### src/rtl/div_if.sv
// Handshake/result bundle for div_unit: the master drives the i_* request fields,
// the slave (div_unit) drives the o_* results plus a debug view of its FSM state.
interface div_if #(
  parameter int WIDTH = 32
);
  // Handshake: a request is accepted on any rising edge where i_start is high and
  // o_busy is low (unit in IDLE or DONE); i_signed/i_dividend/i_divisor must be valid
  // in that same cycle. A request made while o_busy is high is dropped, not queued.
  // o_done pulses for one cycle when o_quotient/o_remainder/o_div_zero become valid.
  logic             i_start;
  logic             i_signed;
  logic [WIDTH-1:0] i_dividend;
  logic [WIDTH-1:0] i_divisor;
  logic             o_busy;
  logic             o_done;
  logic [WIDTH-1:0] o_quotient;
  logic [WIDTH-1:0] o_remainder;
  logic             o_div_zero;
  logic [1:0]       dbg_state;

  modport master (
    output i_start, i_signed, i_dividend, i_divisor,
    input  o_busy, o_done, o_quotient, o_remainder, o_div_zero, dbg_state
  );

  modport slave (
    input  i_start, i_signed, i_dividend, i_divisor,
    output o_busy, o_done, o_quotient, o_remainder, o_div_zero, dbg_state
  );
endinterface

### src/rtl/div_unit.sv
// Iterative restoring divider (signed DIV / unsigned DIVU), one quotient bit per cycle.
// Optional macro DIV_ZERO_SHORTCUT_EN: divide-by-zero skips iteration and finishes at once.
module div_unit #(
  parameter int WIDTH = 32
) (
  input logic  clk,
  input logic  resetn,
  div_if.slave bus
);
  localparam int CW = $clog2(WIDTH) + 1;

  typedef enum logic [1:0] {
    IDLE = 2'd0,
    RUN  = 2'd1,
    SIGN = 2'd2,
    DONE = 2'd3
  } state_t;

  state_t           state, state_nxt;
  logic [CW-1:0]    cnt;
  logic [WIDTH-1:0] dvsr, quo, rem, dvnd_orig;
  logic [WIDTH-1:0] q_out, r_out;
  logic             neg_q, neg_r, dz, dz_out;

  logic             accept, zero_div, last_step;
  logic [WIDTH-1:0] dvnd_abs, dvsr_abs;
  logic [WIDTH:0]   shifted, diff;

  always_comb begin
    accept    = bus.i_start && ((state == IDLE) || (state == DONE));
    zero_div  = (bus.i_divisor == '0);
    dvnd_abs  = (bus.i_signed && bus.i_dividend[WIDTH-1]) ? -bus.i_dividend : bus.i_dividend;
    dvsr_abs  = (bus.i_signed && bus.i_divisor[WIDTH-1])  ? -bus.i_divisor  : bus.i_divisor;
    // Extra bit keeps the carry when the partial remainder has its MSB set;
    // diff[WIDTH] is the borrow because the remainder is always below the divisor.
    shifted   = {rem, quo[WIDTH-1]};
    diff      = shifted - {1'b0, dvsr};
    last_step = (cnt == CW'(WIDTH - 1));
  end

  always_comb begin
    state_nxt = state;
    case (state)
      IDLE, DONE: begin
        if (accept) begin
`ifdef DIV_ZERO_SHORTCUT_EN
          state_nxt = zero_div ? DONE : RUN;
`else
          state_nxt = RUN;
`endif
        end else begin
          state_nxt = IDLE;
        end
      end
      RUN:     if (last_step) state_nxt = SIGN;
      SIGN:    state_nxt = DONE;
      default: state_nxt = IDLE;
    endcase
  end

  always_ff @(posedge clk) begin
    if (!resetn) state <= IDLE;
    else         state <= state_nxt;
  end

  always_ff @(posedge clk) begin
    if (!resetn) begin
      cnt       <= '0;
      dvsr      <= '0;
      quo       <= '0;
      rem       <= '0;
      dvnd_orig <= '0;
      neg_q     <= 1'b0;
      neg_r     <= 1'b0;
      dz        <= 1'b0;
      q_out     <= '0;
      r_out     <= '0;
      dz_out    <= 1'b0;
    end else begin
      case (state)
        IDLE, DONE: begin
          if (accept) begin
            cnt       <= '0;
            dvsr      <= dvsr_abs;
            quo       <= dvnd_abs;
            rem       <= '0;
            dvnd_orig <= bus.i_dividend;
            neg_q     <= bus.i_signed && (bus.i_dividend[WIDTH-1] ^ bus.i_divisor[WIDTH-1]);
            neg_r     <= bus.i_signed && bus.i_dividend[WIDTH-1];
            dz        <= zero_div;
`ifdef DIV_ZERO_SHORTCUT_EN
            if (zero_div) begin
              q_out  <= '1;
              r_out  <= bus.i_dividend;
              dz_out <= 1'b1;
            end
`endif
          end
        end
        RUN: begin
          cnt <= cnt + CW'(1);
          quo <= {quo[WIDTH-2:0], ~diff[WIDTH]};
          rem <= diff[WIDTH] ? shifted[WIDTH-1:0] : diff[WIDTH-1:0];
        end
        SIGN: begin
          // Divide-by-zero results ignore the sign fixup entirely.
          if (dz) begin
            q_out <= '1;
            r_out <= dvnd_orig;
          end else begin
            q_out <= neg_q ? -quo : quo;
            r_out <= neg_r ? -rem : rem;
          end
          dz_out <= dz;
        end
        default: ;
      endcase
    end
  end

  assign bus.o_busy      = (state == RUN) || (state == SIGN);
  assign bus.o_done      = (state == DONE);
  assign bus.o_quotient  = q_out;
  assign bus.o_remainder = r_out;
  assign bus.o_div_zero  = dz_out;
  assign bus.dbg_state   = state;
endmodule

### src/flat_wrapper.sv
// flat-port wrapper written by rule: the top's interface ports become plain ports
module div_unit_flat 
#(
  parameter int WIDTH = 32
)
  (clk, resetn, bus_i_start, bus_i_signed, bus_i_dividend, bus_i_divisor, bus_o_busy, bus_o_done, bus_o_quotient, bus_o_remainder, bus_o_div_zero, bus_dbg_state);
  div_if #(.WIDTH(WIDTH)) bus_i ();
  input logic clk;
  input logic resetn;
  input wire logic [$bits(bus_i.i_start)-1:0] bus_i_start;
  input wire logic [$bits(bus_i.i_signed)-1:0] bus_i_signed;
  input wire logic [$bits(bus_i.i_dividend)-1:0] bus_i_dividend;
  input wire logic [$bits(bus_i.i_divisor)-1:0] bus_i_divisor;
  output wire logic [$bits(bus_i.o_busy)-1:0] bus_o_busy;
  output wire logic [$bits(bus_i.o_done)-1:0] bus_o_done;
  output wire logic [$bits(bus_i.o_quotient)-1:0] bus_o_quotient;
  output wire logic [$bits(bus_i.o_remainder)-1:0] bus_o_remainder;
  output wire logic [$bits(bus_i.o_div_zero)-1:0] bus_o_div_zero;
  output wire logic [$bits(bus_i.dbg_state)-1:0] bus_dbg_state;
  assign bus_i.i_start = bus_i_start;
  assign bus_i.i_signed = bus_i_signed;
  assign bus_i.i_dividend = bus_i_dividend;
  assign bus_i.i_divisor = bus_i_divisor;
  assign bus_o_busy = bus_i.o_busy;
  assign bus_o_done = bus_i.o_done;
  assign bus_o_quotient = bus_i.o_quotient;
  assign bus_o_remainder = bus_i.o_remainder;
  assign bus_o_div_zero = bus_i.o_div_zero;
  assign bus_dbg_state = bus_i.dbg_state;
  div_unit #(.WIDTH(WIDTH)) u_core (.clk(clk), .resetn(resetn), .bus(bus_i));
endmodule
### config.mk
export PLATFORM = sky130hd
export DESIGN_NAME = div_unit_flat
export DESIGN_NICKNAME = d
export VERILOG_FILES = /design/src/rtl/div_if.sv /design/src/rtl/div_unit.sv /design/src/flat_wrapper.sv
export SDC_FILE = /design/constraint.sdc
export NUM_CORES = 1
export LEC_CHECK = 0
export CORE_AREA = 8 8 276 145
export CTS_BUF_LIST = sky130_fd_sc_hd__clkbuf_4 sky130_fd_sc_hd__clkbuf_8 sky130_fd_sc_hd__clkbuf_16
export DETAILED_ROUTE_END_ITERATION = 8
export DIE_AREA = 0 0 284 153
export GPL_TIMING_DRIVEN = 1
export PLACE_DENSITY = 0.51
export SETUP_SLACK_MARGIN = 0.15
export SYNTH_ARGS = -nofsm -noshare
export SYNTH_HDL_FRONTEND = slang
export SYNTH_SLANG_ARGS = --single-unit
### constraint.sdc
create_clock -name clk -period 4.39 [get_ports clk]
set_input_delay 0.878 -clock clk [delete_from_list [all_inputs] [get_ports clk]]
set_output_delay 0.878 -clock clk [all_outputs]
set_load 0.05 [all_outputs]
==> impl_metrics.csv, run 1 <==
group,metric,value,unit
status,status,"completed",
yosys,syn-num-nets,1665,
clocking,path_clk_slew,0.07,ns
pwr,ir_worst_vdd,385,uV
yosys,ys_ff_latch,204,
yosys,syn-cell-area,0.0124,mm^2
yosys,syn-instance-count,1556,
sta,fin_skew,0.0171,ns
worst_hold_path,hp-class,"flip-flop to flip-flop",
clocking,post_cts.repair.setup_buffers,0,
sta,max_slew_margin,18.9,%
detailed_routing,wl_met1,22000,um
detailed_routing,first_pass_iters,6,
floorplan,die_height,153,um
detailed_routing,drt-total-wl,40600,um
global_routing,antenna_found_initial,3,
cells_and_area,nFillCells,3807,
worst_setup_path,cp_max_fo,36,
yosys,synth_area_leaders,"dfxtp_1, nand2_1, xor2_1, o21ai_0, a21oi_1",
clocking,cts_root_buf,"clkbuf_16",
yosys,synth_top_area_share,32.9,%
floorplan,ios,137,
pwr,leakage,0.00605,uW
cells_and_area,design_area,0.0150,mm^2
detailed_routing,wl_met3,2110,um
yosys,synthFlopType,"dfxtp_1",
global_routing,grt_pass1_wl,64300,um
worst_setup_path,required,4.84,ns
pwr,powerDensity,542,mW/mm^2
cells_and_area,nNetsFinal,1758,
detailed_routing,drcViolationCount,0,
yosys,yosys.cell_types.count,65,
place,io_buffers,136,
clocking,h-tree-depth,1,
yosys,yosys.area.top_type,"dfxtp_1",
global_routing,first_global_vias,11000,
clocking,numCtsBuffers,22,
clocking,hold_buffers,0,
sta,rsz0062_at_grt,"no",
place,dpl_cell_area,0.0143,mm^2
clocking,clk_path_buf_depth,3,
clocking,cts.sinks,204,
global_routing,grt_overflow,0,
clocking,cts_tree,"yes",
yosys,yosysWarnings,0,
worst_setup_path,crit_arrival,4.36,ns
detailed_routing,wl_per_cell,18.8,um
yosys,synth_edf_count,0,
place,hpwlAfterDp,29800,um
yosys,async_reset_ff_share,0,%
cells_and_area,drive_above_1_share,6.19,%
cells_and_area,multi_input_area,0.00779,mm^2
floorplan,rows,50,
floorplan,die_area,0.0435,mm^2
worst_setup_path,start_kind,"flip-flop",
clocking,clock_latency,0.52,ns
sta,finalSetupViolCount,0,
cells_and_area,syn_to_final_growth,21.0,%
floorplan,core-area,0.0364,mm^2
yosys,synth_area_per_cell,7.98,um^2
detailed_routing,dr.max_layer_used,"met5",
detailed_routing,drtAntennaViolNets,0,
floorplan,die_w,284,um
flow_run,maxCapViolCount,0,
detailed_routing,vias_per_cell,5.39,
yosys,seq_area_frac_synth,32.9,%
floorplan,start_util,34.1,%
worst_setup_path,worstSetupPathType,"flip-flop to flip-flop",
global_routing,gr-usage-all-layers,17.9,%
cells_and_area,regArea,0.00409,mm^2
sta,worst_pin_slew,1.22,ns
clocking,post_cts_resized,0,
sta,finalCriticalPeriod,3.91,ns
sta,drv_slew,0,
place,routabilityCongestion,0.865,
detailed_routing,drt_iter0_drc,894,
sta,fin_crit_sh,89.0,%
sta,finalSetupTns,0,ns
global_routing,grt_max_degree,68,
worst_setup_path,cp-end-kind,"flip-flop",
detailed_routing,num_vias,11600,
sta,max_freq,0.256,GHz
sta,hold_viol_final,0,
detailed_routing,dr_wl_met2,15700,um
## area by class of cell
class | instances | share of cell area, %
Antenna cell | 2 | 0.0333
Clock buffer | 33 | 4.46
Clock inverter | 5 | 0.441
Inverter | 54 | 1.35
Multi-Input combinational cell | 1202 | 51.8
Sequential cell | 204 | 27.2
Tap cell | 494 | 4.11
Timing Repair Buffer | 165 | 10.6
## registers in the layout (all words and copies together), names as in the netlist
name and cells:
u_core.dvsr 32, u_core.bus.o_div_zero 1, u_core.bus.dbg_state 2, u_core.dvnd_orig 32, u_core.dz 1, u_core.neg_q 1
u_core.neg_r 1, u_core.cnt 6, u_core.bus.o_quotient 32, u_core.rem 32, u_core.quo 32, u_core.bus.o_remainder 32
## where the power goes
group | internal (uW) | switching (uW)
clock | 1120 | 805
sequential | 2220 | 304
combinational | 1270 | 2420
## final timing paths
kind                                                   startpoint  cells after the start                           endpoint  slack [ns]
worst max-delay path                  u_core.quo[31]$_SDFFE_PN0P_                     13         u_core.rem[1]$_SDFFE_PN0P_        0.48
worst min-delay path            u_core.dvnd_orig[12]$_SDFFE_PN0P_                      2  u_core.dvnd_orig[12]$_SDFFE_PN0P_        0.45
worst max register to register        u_core.quo[31]$_SDFFE_PN0P_                     13         u_core.rem[1]$_SDFFE_PN0P_        0.48
worst min register to register  u_core.dvnd_orig[12]$_SDFFE_PN0P_                      2  u_core.dvnd_orig[12]$_SDFFE_PN0P_        0.45
## kinds of logic (layout without fill, tap and decap cells)
| family | Yosys count | in the layout | synth area share, % |
|---|---|---|---|
| DFF | 204 | 204 | 32.9 |
| and+or+nand+nor | 518 | 518 | 20.8 |
| muxes | 45 | 45 | 3.65 |
| xor gates and xnor gates | 143 | 143 | 10.1 |
| buffers and inverters | 150 | 257 | 4.65 |
| AOI/OAI and AO/OA | 455 | 455 | 23.7 |
| other | 0 | 2 | 0 |
| adders and majority gates | 41 | 41 | 4.19 |
## cell usage in the layout (no fill, tap or decap), drive strengths merged, types with 40 or more instances in the layout
master / count
nand2: 215
dfxtp: 204
o21ai: 143
clkdlybuf4s50: 135
a21oi: 123
xor2: 86
nor2: 59
xnor2: 57
nor2b: 57
inv: 53
mux2i: 43
ha: 40
## synthesized netlist by cell type, types with 2 or more instances
cell type	instances
a211oi_1	4
a21boi_0	18
a21o_1	14
a21oi_1	123
a221oi_1	29
a311oi_1	2
a31o_2	3
a31oi_1	12
a32oi_1	8
and2_1	6
and3_1	31
and4_1	2
buf_1	3
buf_2	3
clkbuf_1	89
dfxtp_1	204
ha_1	40
inv_1	53
mux2_2	2
mux2i_1	43
nand2_1	215
nand2b_1	13
nand3_1	23
nand3b_1	5
nand4_1	11
nor2_1	58
nor2b_1	57
nor3_1	34
nor3b_1	8
nor4_1	10
nor4_4	2
o211a_1	29
o211ai_1	10
o21a_1	6
o21ai_0	142
o21bai_1	2
o31a_1	2
o31ai_1	25
o41ai_1	15
or2_2	7
or3_1	18
or4_1	9
or4_4	3
xnor2_1	57
xor2_1	86
## critical path: stages, from the launching register on
cell and delay [ns]:
dfxtp_1 0.44, inv_1 0.09, ha_1 0.23, fa_1 0.42, nand2b_1 0.18, a21oi_1 0.33, o41a_1 0.25, o21ai_0 0.25
a21oi_1 0.46, a41oi_1 0.25, o311ai_4 0.12, buf_12 0.27, mux2_2 0.36, o21ai_0 0.13
## per-stage QoR
step                worst slack [ns]  hold WS [ns]  power [uW]  std cells  utilization (%)
floorplan                      0.937         0.436        5030       1556                -
global placement               0.235         0.444        6190       2119             39.2
detailed placement             0.243         0.446        6220       2119             39.2
CTS                            0.606         0.454        8180       2157             41.2
global route                   0.303         0.470        8660       2159             41.3
finish                         0.483         0.454        8140       2159             41.3
## per-layer routing
layer | GRT usage [%] | vias to the layer above
met5 | 0 | -
met4 | 3.47 | 2
met3 | 3.15 | 52
met2 | 24.3 | 276
met1 | 28.4 | 5587
li1 | - | 5726
Power figures use the tool's default switching activity.
==> run 2, diff against run 1 <==
--- a/config.mk
+++ b/config.mk
@@ -6,7 +6,7 @@
 export NUM_CORES = 1
 export LEC_CHECK = 0
 export CORE_AREA = 8 8 276 145
-export CTS_BUF_LIST = sky130_fd_sc_hd__clkbuf_4 sky130_fd_sc_hd__clkbuf_8 sky130_fd_sc_hd__clkbuf_16
+export CTS_CLUSTER_DIAMETER = 120
 export DETAILED_ROUTE_END_ITERATION = 8
 export DIE_AREA = 0 0 284 153
 export GPL_TIMING_DRIVEN = 1
==> impl_metrics.csv, run 2 (synthesis gave the netlist of run 1 again) <==
group,metric,value,unit
status,status,"completed",
clocking,cts_tree,"yes",
worst_setup_path,worstSetupPathType,"flip-flop to flip-flop",
floorplan,start_util,34.1,%
clocking,hold_buffers,0,
floorplan,ios,137,
clocking,path_clk_slew,0.07,ns
place,dpl_cell_area,0.0143,mm^2
cells_and_area,design_area,0.0150,mm^2
cells_and_area,mostFrequentLayoutCells,"nand2_1, dfxtp_1, o21ai_0",
global_routing,gr-usage-all-layers,17.9,%
sta,finalCriticalPeriod,3.90,ns
sta,fin_crit_sh,88.8,%
detailed_routing,drt_iter0_drc,933,
worst_setup_path,crit_arrival,4.35,ns
global_routing,antenna_found_initial,3,
cells_and_area,syn_to_final_growth,20.8,%
global_routing,grt_max_degree,68,
worst_hold_path,hp-class,"flip-flop to flip-flop",
clocking,cts.sinks,204,
sta,hold_viol_final,0,
sta,max_slew_margin,20.4,%
sta,max_freq,0.257,GHz
detailed_routing,drtAntennaViolNets,0,
clocking,numCtsBuffers,22,
worst_setup_path,cp-end-kind,"flip-flop",
place,hpwlAfterDp,29800,um
detailed_routing,first_pass_iters,6,
global_routing,grt_overflow,0,
detailed_routing,num_vias,11700,
worst_setup_path,required,4.84,ns
cells_and_area,final_common_cell,"nand2_1",
sta,rsz0062_at_grt,"no",
pwr,leakage,0.00603,uW
clocking,cts_root_buf,"clkbuf_16",
floorplan,die_area,0.0435,mm^2
detailed_routing,drt-total-wl,40600,um
cells_and_area,nNetsFinal,1758,
floorplan,die_height,153,um
clocking,h-tree-depth,1,
pwr,ir_worst_vdd,384,uV
cells_and_area,drive_above_1_share,5.77,%
clocking,clock_latency,0.52,ns
sta,worst_pin_slew,1.19,ns
clocking,clk_path_buf_depth,3,
detailed_routing,vias_per_cell,5.40,
global_routing,grt_pass1_wl,64300,um
pwr,powerDensity,540,mW/mm^2
sta,finalSetupTns,0,ns
sta,fin_skew,0.0179,ns
cells_and_area,layoutNonFillerInstCount,2159,
floorplan,core-area,0.0364,mm^2
detailed_routing,drcViolationCount,0,
place,io_buffers,136,
place,place_inst,2119,
worst_setup_path,start_kind,"flip-flop",
clocking,post_cts.repair.setup_buffers,0,
floorplan,rows,50,
worst_setup_path,cp_max_fo,36,
detailed_routing,wl_per_cell,18.8,um
sta,finalSetupViolCount,0,
clocking,post_cts_resized,0,
cells_and_area,nFillCells,3807,
global_routing,first_global_vias,11000,
place,routabilityCongestion,0.865,
floorplan,die_w,284,um
sta,drv_slew,0,
flow_run,maxCapViolCount,0,
-- run 2: cell counts in the layout (fill, tap and decap cells not counted) --
No cell type changed its count.
-- run 2: path summary, 6_finish.rpt --
path | to | start | slack, ns | depth (start not counted)
worst max-delay path | u_core.rem[1]$_SDFFE_PN0P_ | u_core.quo[31]$_SDFFE_PN0P_ | 0.49 | 13
worst min-delay path | u_core.dvnd_orig[12]$_SDFFE_PN0P_ | u_core.dvnd_orig[12]$_SDFFE_PN0P_ | 0.45 | 2
worst max register to register | u_core.rem[1]$_SDFFE_PN0P_ | u_core.quo[31]$_SDFFE_PN0P_ | 0.49 | 13
worst min register to register | u_core.dvnd_orig[12]$_SDFFE_PN0P_ | u_core.dvnd_orig[12]$_SDFFE_PN0P_ | 0.45 | 2
-- run 2: power breakdown --
part	switching [uW]	leakage [uW]	internal [uW]
sequential	303	0.00167	2220
combinational	2420	0.00403	1270
clock	811	0.000339	1080
total	3530	0.00603	4570
-- run 2: area by class of cell --
type	instances	area (um^2)	area share [%]
multi-input combinational	1202	7790	51.9
clock inverter	5	66.3	0.442
inverter	54	203	1.35
antenna	2	5.00	0.0334
sequential	204	4090	27.2
tap	494	618	4.12
clock buffer	33	643	4.29
timing repair buffer	165	1590	10.6
-- run 2: per-layer routing --
metal | vias to the layer above | part of all wire, % | wire length (um) | global-route usage [%]
li1 | 5720 | - | - | -
met1 | 5607 | 54 | 21900 | 28.4
met2 | 284 | 39 | 15600 | 24.3
met3 | 51 | 5.5 | 2230 | 3.15
met4 | 2 | 2.1 | 841 | 3.47
met5 | - | 0.030 | 12 | 0
-- run 2: worst max-delay path, stage by stage, from the launching register on --
cell	delay (ns)
dfxtp_1	0.44
inv_1	0.09
ha_1	0.23
fa_1	0.42
nand2b_1	0.18
a21oi_1	0.33
o41a_1	0.25
o21ai_0	0.25
a21oi_1	0.45
a41oi_1	0.25
o311ai_4	0.12
buf_12	0.27
mux2_2	0.36
o21ai_0	0.13
-- run 2: metrics by stage --
stage | util, % | hold WS [ns] | power [uW] | setup WS [ns]
final | 41.2 | 0.454 | 8100 | 0.493
after floorplan | - | 0.436 | 5030 | 0.937
after detailed placement | 39.2 | 0.446 | 6220 | 0.243
after global placement | 39.2 | 0.444 | 6190 | 0.235
after CTS | 41.2 | 0.454 | 8130 | 0.606
after global routing | 41.2 | 0.470 | 8610 | 0.303
